$ cat config.mk
export PLATFORM = sky130hd
export DESIGN_NAME = mm_bst_arbiter
export DESIGN_NICKNAME = d
export VERILOG_FILES = /design/src/rtl/mm_bst_arbiter.sv
export SDC_FILE = /design/constraint.sdc
export NUM_CORES = 1
export LEC_CHECK = 0
export BUFFER_PORTS_ARGS = -buffer_cell sky130_fd_sc_hd__buf_2
export CAP_MARGIN = 10
export CORE_AREA = 5 5 163 165
export DETAILED_ROUTE_END_ITERATION = 12
export DIE_AREA = 0 0 168 170
export HOLD_SLACK_MARGIN = 0.06
export PLACE_DENSITY = 0.47
export SLEW_MARGIN = 10
export SYNTH_ARGS = -nofsm -noshare
export SYNTH_HDL_FRONTEND = slang
export SYNTH_SLANG_ARGS = --single-unit
$ cat constraint.sdc
create_clock -name clk -period 6.18 [get_ports clk]
set_input_delay 1.854 -clock clk [delete_from_list [all_inputs] [get_ports clk]]
set_output_delay 1.854 -clock clk [all_outputs]
set_load 0.01 [all_outputs]
$ cat src/rtl/mm_bst_arbiter.sv
// Two-port round-robin arbiter for a burst MemoryMapped master port.
// Requests are forwarded combinationally; read beats are routed back in order via a tracking FIFO.
module mm_bst_arbiter #(
  parameter int AWIDTH  = 6,
  parameter int BWIDTH  = 4,
  parameter int DWIDTH  = 64,
  parameter int RDDEPTH = 4
) (
  input  logic              reset,
  input  logic              clk,
  input  logic [AWIDTH-1:0] s0_addr,
  input  logic [BWIDTH-1:0] s0_bcnt,
  input  logic              s0_wreq,
  input  logic [DWIDTH-1:0] s0_wdat,
  input  logic              s0_rreq,
  output logic [DWIDTH-1:0] s0_rdat,
  output logic              s0_rval,
  output logic              s0_busy,
  input  logic [AWIDTH-1:0] s1_addr,
  input  logic [BWIDTH-1:0] s1_bcnt,
  input  logic              s1_wreq,
  input  logic [DWIDTH-1:0] s1_wdat,
  input  logic              s1_rreq,
  output logic [DWIDTH-1:0] s1_rdat,
  output logic              s1_rval,
  output logic              s1_busy,
  output logic [AWIDTH-1:0] m_addr,
  output logic [BWIDTH-1:0] m_bcnt,
  output logic              m_wreq,
  output logic [DWIDTH-1:0] m_wdat,
  output logic              m_rreq,
  input  logic [DWIDTH-1:0] m_rdat,
  input  logic              m_rval,
  input  logic              m_busy,
  output logic              rsp_err
);

  localparam int PW = $clog2(RDDEPTH);

  typedef enum logic [1:0] {IDLE, HOLD, WBURST} state_t;

  state_t            state, state_nxt;
  logic              last, last_nxt;
  logic              gnt, gnt_nxt;
  logic [BWIDTH-1:0] left, left_nxt;

  logic [RDDEPTH-1:0] fifo_id;
  logic [BWIDTH-1:0]  fifo_bcnt [RDDEPTH];
  logic [PW-1:0]      wr_ptr, rd_ptr;
  logic [PW:0]        count;
  logic [BWIDTH-1:0]  rcnt;

  logic req0, req1, sel, active;
  logic wreq_sel, rreq_sel, full, empty, blk, busy_sel;
  logic w_acc, r_acc, push, pop, rval_ok, head_id;
  logic [BWIDTH-1:0] head_bcnt;

  // Port selection: round-robin in IDLE, frozen on gnt in HOLD/WBURST
  always_comb begin
    req0   = s0_wreq | s0_rreq;
    req1   = s1_wreq | s1_rreq;
    sel    = 1'b0;
    active = 1'b0;
    if (state == IDLE) begin
      active = req0 | req1;
      sel    = (req0 & req1) ? ~last : req1;
    end else begin
      active = 1'b1;
      sel    = gnt;
    end
    if (reset) active = 1'b0;
  end

  assign wreq_sel = sel ? s1_wreq : s0_wreq;
  assign rreq_sel = (state != WBURST) & (sel ? s1_rreq : s0_rreq);
  assign full     = (count == (PW+1)'(RDDEPTH));
  assign empty    = (count == '0);
  assign blk      = rreq_sel & full;
  assign busy_sel = m_busy | blk;

  assign m_addr = sel ? s1_addr : s0_addr;
  assign m_bcnt = sel ? s1_bcnt : s0_bcnt;
  assign m_wdat = sel ? s1_wdat : s0_wdat;
  assign m_wreq = active & wreq_sel;
  assign m_rreq = active & rreq_sel & ~full;

  assign s0_busy = ~active | sel | busy_sel;
  assign s1_busy = ~active | ~sel | busy_sel;

  assign w_acc = m_wreq & ~m_busy;
  assign r_acc = m_rreq & ~m_busy;
  assign push  = r_acc & (m_bcnt != '0);

  assign head_id   = fifo_id[rd_ptr];
  assign head_bcnt = fifo_bcnt[rd_ptr];
  assign rval_ok   = m_rval & ~empty & ~reset;
  assign pop       = rval_ok & (rcnt == head_bcnt - BWIDTH'(1));

  assign s0_rdat = m_rdat;
  assign s1_rdat = m_rdat;
  assign s0_rval = rval_ok & ~head_id;
  assign s1_rval = rval_ok & head_id;

  always_comb begin
    state_nxt = state;
    last_nxt  = last;
    gnt_nxt   = gnt;
    left_nxt  = left;
    case (state)
      IDLE, HOLD: begin
        if (state == HOLD && !(sel ? req1 : req0)) begin
          state_nxt = IDLE;
        end else if (w_acc) begin
          if (m_bcnt > BWIDTH'(1)) begin
            state_nxt = WBURST;
            left_nxt  = m_bcnt - BWIDTH'(1);
            gnt_nxt   = sel;
          end else begin
            state_nxt = IDLE;
            last_nxt  = sel;
          end
        end else if (r_acc) begin
          state_nxt = IDLE;
          last_nxt  = sel;
        end else if (active) begin
          state_nxt = HOLD;
          gnt_nxt   = sel;
        end
      end
      WBURST: begin
        if (w_acc) begin
          left_nxt = left - BWIDTH'(1);
          if (left == BWIDTH'(1)) begin
            state_nxt = IDLE;
            last_nxt  = gnt;
          end
        end
      end
      default: state_nxt = IDLE;
    endcase
  end

  always_ff @(posedge clk or posedge reset) begin
    if (reset) begin
      state <= IDLE;
      last  <= 1'b1;
      gnt   <= 1'b0;
      left  <= '0;
    end else begin
      state <= state_nxt;
      last  <= last_nxt;
      gnt   <= gnt_nxt;
      left  <= left_nxt;
    end
  end

  // FIFO storage needs no reset: entries are only read while count is non-zero
  always_ff @(posedge clk) begin
    if (push) begin
      fifo_id[wr_ptr]   <= sel;
      fifo_bcnt[wr_ptr] <= m_bcnt;
    end
  end

  always_ff @(posedge clk or posedge reset) begin
    if (reset) begin
      wr_ptr  <= '0;
      rd_ptr  <= '0;
      count   <= '0;
      rcnt    <= '0;
      rsp_err <= 1'b0;
    end else begin
      if (push) wr_ptr <= wr_ptr + PW'(1);
      if (pop) begin
        rd_ptr <= rd_ptr + PW'(1);
        rcnt   <= '0;
      end else if (rval_ok) begin
        rcnt <= rcnt + BWIDTH'(1);
      end
      if (push && !pop)      count <= count + (PW+1)'(1);
      else if (pop && !push) count <= count - (PW+1)'(1);
      if (m_rval && empty) rsp_err <= 1'b1;
    end
  end

endmodule

==> results.cfg <==
[floorplanning]
rows = 58
dieArea_um2 = 28560
die_x_um = 168
io_pins = 429
floorplan.initialDensity = 0.1678
core_area_um2 = 24890
die_h_um = 170

[clock_network]
cts_tree = built
numClockSinks = 40
cts_resized = 0
clk_latency_ps = 280
postCtsSetupBuffers = 0
clk_path_buf_depth = 2
clk_pin_slew_worst_paths_ps = 50
holdBufCountCts = 0
cts-root-buf = clkbuf_16
htree_num_levels = 2
numCtsBuffers = 5

[cells_and_area]
fin_cells = 850
drive_above_1_share = 0.6462
most-common-layout-cells = 236 x buf_2, 77 x mux2_2, 20 x nor2_1, 20 x edfxtp_1, 19 x dfrtp_1
fillers = 2760
nets = 752
mostFrequentLayoutCell = buf_2
antennaDiodeCount = 0
area_growth_pct = 16.95

[global_routing]
use_met2 = 0.1847
top_usage_layer = met2
grt_overflow = 0
grt_max_degree = 71
gr-usage-met3 = 0.03322
antenna_found_initial = 0
grt_pass1_wl_mm = 21.60
use_met1 = 0.1098
track_usage = 0.09924
grt_pass1_vias = 3565

[power_and_ir_drop]
ir_worst_vdd_uv = 209.2
power_density_nw_per_um2 = 440.5
power_leakage_nw = 2.215

[worst_setup_path]
critical_path_class = primary input to output pin
required_ps = 4330
reg2reg_from = state[1]
cp_max_fo = 70
endpoint_kind = output pin
critPathLaunchType = primary input
cp.arrival_ps = 3630
rrSetupSlack_ps = 2630
reg2reg_to = last
worstRegToRegCells = 9

[sta]
rsz0062_at_grt = no
setup_tns_ps = 0
setup_viol = 0
fin_crit_sh = 0.8870
tightest_slew_ps = 644.3
fin_hold_ws_ps = 453.0
max_slew_margin = 0.5700
fmax_ghz = 0.1824
final_hold_viol_count = 0
fin_crit_ps = 5482
clock_skew_ps = 7.939
drv_slew = 0

[status]
status = finished, final reports clean

[hold_path]
hold_start = rsp_err
holdPathStages = 1
hp-class = flip-flop to flip-flop
hold_path_end = rsp_err

[routing]
ant_nets = 0
drt-pass1-iter-count = 4
drt_iter0_markers = 149
via_per_inst = 3.736
wl_per_cell_um = 17.44
num_vias = 3176
wl_mm = 14.82
drc_errors = 0

[synthesis]
synth_edf_count = 20
async_reset_ff_frac = 0.5000
yosys_warnings = 0
ys_types = 49
syn_inst = 417
ys_seq_area_frac = 0.2639
synth_area_per_cell_um2 = 10.02
ys.flop_type = edfxtp_1
netlist_area_um2 = 4178
synth_seq_cells = 40
syn-num-nets = 650

[placement]
numPlacedInstances = 842
gp_congestion = 0.8228
hpwl_mm = 12.93
io_buffers = 236

[job]
drv_cap = 0
## layer usage
| layer | share of wire | wire (um) | up-vias |
|---|---|---|---|
| li1 | - | - | 1521 |
| met1 | 0.38 | 5639 | 1468 |
| met2 | 0.53 | 7827 | 176 |
| met3 | 0.082 | 1218 | 11 |
| met4 | 0.0092 | 136 | 0 |
| met5 | 0 | 0 | - |
## cells in the mapped netlist, types with 2 or more instances
master | instances | share of area
buf_6 | 3 | 0.0081
o211ai_1 | 3 | 0.0054
inv_1 | 13 | 0.012
a21o_1 | 2 | 0.0036
xor2_1 | 6 | 0.013
o21ai_0 | 7 | 0.0084
o21a_1 | 2 | 0.0036
a211oi_1 | 4 | 0.0072
and2_1 | 6 | 0.0090
nor2_1 | 20 | 0.018
clkbuf_1 | 2 | 0.0018
nand3_1 | 2 | 0.0024
nand2_1 | 12 | 0.011
mux2_2 | 77 | 0.21
a21oi_1 | 8 | 0.0096
nor3_1 | 10 | 0.012
mux4_2 | 4 | 0.022
or3b_2 | 2 | 0.0042
buf_2 | 10 | 0.012
nand4b_1 | 2 | 0.0042
mux2i_1 | 7 | 0.017
nand2b_1 | 2 | 0.0030
edfxtp_1 | 20 | 0.14
buf_4 | 129 | 0.23
nor3b_1 | 2 | 0.0036
ha_1 | 12 | 0.036
dfrtp_1 | 19 | 0.11
xnor2_1 | 10 | 0.021
## through the flow
step | total power, mW | cell area [um^2] | util | setup WS (ps)
2_1_floorplan | 1.554 | 4178 | - | 1044
3_5_place_dp | 1.930 | 4748 | 0.1908 | 694.1
3_3_place_gp | 1.932 | 4748 | 0.1908 | 715.3
5_1_grt | 2.326 | 4886 | 0.1963 | 604.0
6_report | 2.152 | 4886 | 0.1963 | 698.2
4_1_cts | 2.188 | 4886 | 0.1963 | 696.1
## registers in the layout, summed over array words and instances, names as in the netlist
signal	cells
count	3
fifo_bcnt	16
fifo_id	4
gnt	1
last	1
left	4
rcnt	4
rd_ptr	2
rsp_err	1
state	2
wr_ptr	2
## critical path, cell delays in order
cell	delay, ps
buf_2	120
nor2_2	190
o41a_2	420
buf_12	350
mux2_2	440
buf_2	160
## area by class of cell
class	count	area (um^2)	share of cell area
well taps	330	412.9	0.08451
inverters	13	48.80	0.009987
clock buffers	7	132.6	0.02714
flip-flops and latches	40	1102	0.2256
repair buffers	239	1216	0.2489
multi-input cells	220	1968	0.4028
clock inverters	1	5.005	0.001024
## how the worst max path moves through the flow
stage               startpoint          to  slack [ps]  depth (start not counted)
global route           s1_rreq  m_wdat[58]         600                          6
detailed placement     s1_rreq  m_wdat[58]         690                          6
global placement       s1_rreq  m_wdat[58]         720                          6
CTS                    s1_rreq  m_wdat[58]         700                          6
finish                 s1_rreq  m_wdat[59]         700                          6
floorplan              s0_rreq  m_wdat[38]        1040                          7
## power by group
part	internal (mW)	total, mW	switching [mW]	leakage (nW)
clock	0.149	0.247	0.0980	0.0679
combinational	0.709	1.45	0.739	1.73
sequential	0.375	0.457	0.0821	0.418
## kinds of logic (layout without fill, tap and decap cells)
group,Yosys count,in the layout,share of synthesized area
AOI/OAI and AO/OA,38,38,0.06978
and+or+nand+nor,64,64,0.07727
DFF,40,40,0.2639
buffers and inverters,157,260,0.2654
muxes,89,89,0.2495
adders and majority gates,13,13,0.04073
xor gates and xnor gates,16,16,0.03354
(Power assumes the default switching activity.)
